## config.mk

```make
export PLATFORM = sky130hd
export DESIGN_NAME = pipeline_ctrl
export DESIGN_NICKNAME = d
export VERILOG_FILES = /design/src/rtl/pipeline_ctrl.sv
export SDC_FILE = /design/constraint.sdc
export NUM_CORES = 1
export LEC_CHECK = 0
export CAP_MARGIN = 20
export CORE_ASPECT_RATIO = 1.4
export CORE_MARGIN = 2
export CORE_UTILIZATION = 46
export DETAILED_ROUTE_END_ITERATION = 10
export GPL_TIMING_DRIVEN = 0
export HOLD_SLACK_MARGIN = 0.1
export PLACE_DENSITY = 0.79
export SYNTH_ARGS = -nofsm -noshare
export SYNTH_HDL_FRONTEND = slang
export SYNTH_SLANG_ARGS = --single-unit
```

## constraint.sdc

```tcl
create_clock -name clock -period 2.95 [get_ports clock]
set_input_delay 0.59 -clock clock [delete_from_list [all_inputs] [get_ports clock]]
set_output_delay 0.59 -clock clock [all_outputs]
set_load 0.05 [all_outputs]
```

## src/rtl/pipeline_ctrl.sv

```systemverilog
// rtl/pipeline_ctrl.sv - hazard, redirect and freeze sequencing for the 5-stage pipeline
//
// Purpose: drives the PC load and the load/flush controls of the IF/ID, ID/EX,
// EX/MEM and MEM/WB pipeline registers. Inserts LOAD_DELAY bubbles per load-use
// hazard, squashes wrong-path work on a taken branch or jump, and freezes the
// whole pipe while data memory is busy. Keeps saturating debug counters.
//
// Ports:
//   clock, reset                 rising-edge clock, synchronous active-low reset
//   id_rs, id_rt, id_uses_rt     source registers of the instruction in ID
//   ex_dest, ex_mem_read         destination / load flag of the instruction in EX
//   branch_taken, goto           control-flow redirect resolved in EX
//   mem_busy                     data memory not ready, hold everything
//   pc_load, *_load, *_flush     pipeline register controls
//   stalled                      PC not advancing this cycle
//   stall_cnt, flush_cnt         saturating stall-cycle / redirect counters
module pipeline_ctrl #(
    parameter int LOAD_DELAY = 1,
    parameter int CNT_W      = 16
) (
    input  logic             clock,
    input  logic             reset,
    input  logic [4:0]       id_rs,
    input  logic [4:0]       id_rt,
    input  logic             id_uses_rt,
    input  logic [4:0]       ex_dest,
    input  logic             ex_mem_read,
    input  logic             branch_taken,
    input  logic             goto,
    input  logic             mem_busy,
    output logic             pc_load,
    output logic             if_id_load,
    output logic             if_id_flush,
    output logic             id_ex_load,
    output logic             id_ex_flush,
    output logic             ex_mem_load,
    output logic             mem_wb_load,
    output logic             stalled,
    output logic [CNT_W-1:0] stall_cnt,
    output logic [CNT_W-1:0] flush_cnt
);

    typedef enum logic {RUN = 1'b0, LOAD_STALL = 1'b1} state_t;

    // The hazard cycle itself is the first bubble, so the countdown covers the rest.
    localparam logic [3:0]       STALL_INIT = 4'(LOAD_DELAY - 1);
    localparam logic [CNT_W-1:0] CNT_MAX    = {CNT_W{1'b1}};
    localparam logic [CNT_W-1:0] CNT_ONE    = CNT_W'(1);

    state_t     state, state_next;
    logic [3:0] cnt, cnt_next;
    logic       hazard;
    logic       redirect;
    logic       redirect_taken;

    // Register 0 is hardwired, so a load targeting it never creates a dependency.
    assign hazard = ex_mem_read && (ex_dest != 5'd0) &&
                    ((ex_dest == id_rs) || (id_uses_rt && (ex_dest == id_rt)));
    assign redirect = branch_taken || goto;

    always_comb begin
        pc_load        = 1'b0;
        if_id_load     = 1'b0;
        if_id_flush    = 1'b0;
        id_ex_load     = 1'b0;
        id_ex_flush    = 1'b0;
        ex_mem_load    = 1'b0;
        mem_wb_load    = 1'b0;
        stalled        = 1'b0;
        redirect_taken = 1'b0;
        state_next     = state;
        cnt_next       = cnt;

        if (!reset) begin
            // Everything held low; state is cleared by the register process.
        end else if (mem_busy) begin
            // EX is frozen too, so redirect/hazard are seen again after release.
            stalled = 1'b1;
        end else if (redirect) begin
            pc_load        = 1'b1;
            if_id_load     = 1'b1;
            if_id_flush    = 1'b1;
            id_ex_load     = 1'b1;
            id_ex_flush    = 1'b1;
            ex_mem_load    = 1'b1;
            mem_wb_load    = 1'b1;
            redirect_taken = 1'b1;
            state_next     = RUN;
            cnt_next       = 4'd0;
        end else if (state == LOAD_STALL || hazard) begin
            // Hold PC and IF/ID, push a bubble into EX, let the load drain.
            id_ex_load  = 1'b1;
            id_ex_flush = 1'b1;
            ex_mem_load = 1'b1;
            mem_wb_load = 1'b1;
            stalled     = 1'b1;
            if (state == LOAD_STALL) begin
                if (cnt <= 4'd1) begin
                    state_next = RUN;
                    cnt_next   = 4'd0;
                end else begin
                    cnt_next = cnt - 4'd1;
                end
            end else if (LOAD_DELAY > 1) begin
                state_next = LOAD_STALL;
                cnt_next   = STALL_INIT;
            end
        end else begin
            pc_load     = 1'b1;
            if_id_load  = 1'b1;
            id_ex_load  = 1'b1;
            ex_mem_load = 1'b1;
            mem_wb_load = 1'b1;
        end
    end

    always_ff @(posedge clock) begin
        if (!reset) begin
            state <= RUN;
            cnt   <= 4'd0;
        end else begin
            state <= state_next;
            cnt   <= cnt_next;
        end
    end

    always_ff @(posedge clock) begin
        if (!reset) begin
            stall_cnt <= '0;
            flush_cnt <= '0;
        end else begin
            if (stalled && (stall_cnt != CNT_MAX)) begin
                stall_cnt <= stall_cnt + CNT_ONE;
            end
            if (redirect_taken && (flush_cnt != CNT_MAX)) begin
                flush_cnt <= flush_cnt + CNT_ONE;
            end
        end
    end

endmodule
```

==> impl_metrics.csv <==
group,metric,value,unit
grt,grt_usage,0.225,
grt,grt_pass1_vias,1917,
yosys,yosysUniqueCellTypes,43,
hold_path,whs_path_depth,1,
route,avgViaCountPerCell,5.71,
timing,fin_crit_sh,0.976,
yosys,synth_top_cell_by_area,"dfxtp_1",
floorplan,die_width,59.6,µm
place,io_buffer_count,60,
floorplan,rows,28,
yosys,seq_area_frac_synth,0.372,
route,dr.pass1.iters,4,
critical_path,critPathLaunchType,"primary input",
pwr,power_density,408,nW/µm²
layout,multiInputGateArea,1200,µm²
pwr,p_leak,1.09,nW
yosys,syn_nets,270,
grt,antenna_found_initial,0,
timing,slew_violations,0,
clocking,cts_root_buffer,"clkbuf_8",
pwr,intPower,860,µW
pwr,seqPwrFrac,0.444,
yosys,netlist.area_leader.share,0.372,
route,drc,0,
place,gp_congestion,0.880,
timing,max_freq,347,MHz
critical_path,r2r_start,"stall_cnt[0]",
layout,fillers,357,
pwr,comb_power_share,0.157,
flow_run,cap_violations,0,
clocking,cts_num_sinks,37,
grt,grt_max_degree,13,
critical_path,cp-end-kind,"output port",
layout,antenna_cells,0,
critical_path,worstPathRequired,2.36,ns
floorplan,core-area,4200,µm²
yosys,synthTopCellsByCount,"37 x dfxtp_1, 29 x nor2_1, 16 x a21oi_1, 14 x nand3_1, 14 x xor2_1",
critical_path,r2r_end,"stall_cnt[1]",
yosys,async_flop_share,0,
floorplan,die_h,81.8,µm
grt,grt_first_pass_wirelength,8490,µm
route,drt-initial-drc-count,93,
yosys,synthCells,244,
place,post-place-cells,349,
yosys,synth_area_leaders,"dfxtp_1 37%, xor2_1 6.2%, nor2_1 5.5%",
hold_path,min_path_type,"reg2reg",
place,dp_hpwl,3730,µm
clocking,cts-buffers-inserted,5,
route,wl_per_cell,14.6,µm
status,status,"complete, no violations",
grt,grt_overflow,0,
floorplan,die-area,4870,µm²
pwr,p_clk_frac,0.399,
yosys,yosysMostFrequentCell,"dfxtp_1",
layout,postLayoutCellArea,2850,µm²
layout,synthToLayoutAreaGrowth,43.5,%
critical_path,reg2regPathDepth,9,
clocking,clkLatencyLatePin,0.30,ns
hold_path,hold_path.startpoint,"state",
layout,nets,340,
yosys,synth_warnings,0,
timing,worst_slack,0.0701,ns
route,num_vias,2056,
clocking,clockBufferDepth,2,
timing,tightest_slew,0.509,ns
clocking,path_clk_slew,0.07,ns
timing,setup_viol,0,
critical_path,cp.arrival,2.29,ns
floorplan,ios,62,
critical_path,critPathMaxFanout,4,
pwr,ir_drop,0.346,mV
timing,relSlewSlack,0.660,
clocking,cts_tree,"yes",
pwr,swShare,0.261,
layout,drive_gt1_frac,0.0984,
timing,fin_skew,0.0136,ns
layout,utilization,0.679,
layout,seq_area,741,µm²
timing,finalHoldViolations,0,
yosys,syn-cell-area,1990,µm²
yosys,syn_avg_cell_area,8.15,µm²
place,placed_area,2650,µm²
critical_path,crit_type,"in2out",
pwr,p_switching,304,µW
route,ant_nets,0,
pwr,finalPower,1.16,mW
route,wirelength,5260,µm
timing,rsz0062_at_grt,"true",
yosys,yosys_most_used_dff,"dfxtp_1",
yosys,synth_edf_count,0,
timing,post-route-min-period,2.88,ns
hold_path,worst_hold_path.endpoint,"state",
place,dpl_worst_slack,-0.796,ns
layout,instances_no_fill,360,
critical_path,r2r_setup_slack,0.43,ns
clocking,h-tree-depth,2,
floorplan,initial_core_util,0.473,
yosys,ys_ff_latch,37,
how the worst max path moves through the flow:
stage | start | end | depth (start not counted)
6_report | id_rs[4] | pc_load | 8
5_1_grt | id_rs[2] | pc_load | 8
2_1_floorplan | ex_dest[1] | pc_load | 5
3_3_place_gp | ex_dest[3] | stalled | 7
4_1_cts | mem_busy | if_id_flush | 4
3_5_place_dp | ex_dest[3] | stalled | 7
area by class of cell:
class | count | area share
well taps | 45 | 0.0197
multi-input cells | 188 | 0.420
clock inverters | 2 | 0.0132
inverters | 9 | 0.0118
repair buffers | 63 | 0.224
clock buffers | 6 | 0.0289
plain buffers | 10 | 0.0224
flip-flops and latches | 37 | 0.260
sequential cells by signal, indices dropped and copies added (netlist names):
register   cells
flush_cnt     16
cnt            4
state          1
stall_cnt     16
layer usage:
layer | routed length [µm] | global-route usage
met2 | 2840 | 0.399
met3 | 206 | 0.0457
met1 | 2090 | 0.254
met5 | 0 | 0
met4 | 125 | 0.104
worst max-delay path, cell delays in order:
cell,delay (ns)
clkdlybuf4s50_1,0.48
xor2_1,0.17
nor3_1,0.08
a32oi_2,0.37
o21bai_1,0.15
a21oi_2,0.18
buf_4,0.14
buf_8,0.13
kinds of logic (layout without fill, tap and decap cells):
logic type               Yosys count  after routing  synth area share
AND/OR/NAND/NOR                  108            108             0.282
AO/OA/AOI/OAI                     52             52             0.164
flip-flops                        37             37             0.372
XOR/XNOR                          22             22            0.0969
buffers and inverters             19             90            0.0491
adder cells (fa/ha/maj)            4              4            0.0252
multiplexers                       2              2            0.0101
cells in the final DEF (no fill, tap or decap), drive strengths merged, types with 4 or more instances in the layout:
cell            n
clkdlybuf4s50  43
dfxtp          37
nor2           29
a21oi          16
o21ai          16
xor2           14
nand3          14
nand2          13
buf            12
or3            11
clkbuf         11
inv             9
nor3            9
nand4           9
xnor2           8
dlymetal6s2s    8
or4             6
dlygate4sd2     5
o31ai           5
and3            4
ha              4
o21a            4
power groups by stage:
stage          Combinational, mW  Sequential (mW)  Clock, mW
4_1_cts                    0.179            0.517      0.473
5_1_grt                    0.197            0.518      0.492
2_1_floorplan             0.0897            0.543          0
3_5_place_dp               0.173            0.528          0
3_3_place_gp               0.170            0.528          0
6_report                   0.183            0.517      0.464
through the flow:
step / hold slack (ns) / setup TNS [ns]
after floorplan: 0.448 / 0
after global placement: 0.460 / -2.87
after detailed placement: 0.464 / -2.92
after CTS: 0.473 / 0
after global routing: 0.510 / -0.0492
final: 0.470 / 0
timing repair:
item | 4_1_cts | 5_1_grt
resized for setup | 36 | 12
endpoints found under the setup margin | 7 | 5
pin swaps | 5 | 6
hold buffers | 0 | 0
buffers inserted | 2 | 1
Power figures use the tool's default switching activity.
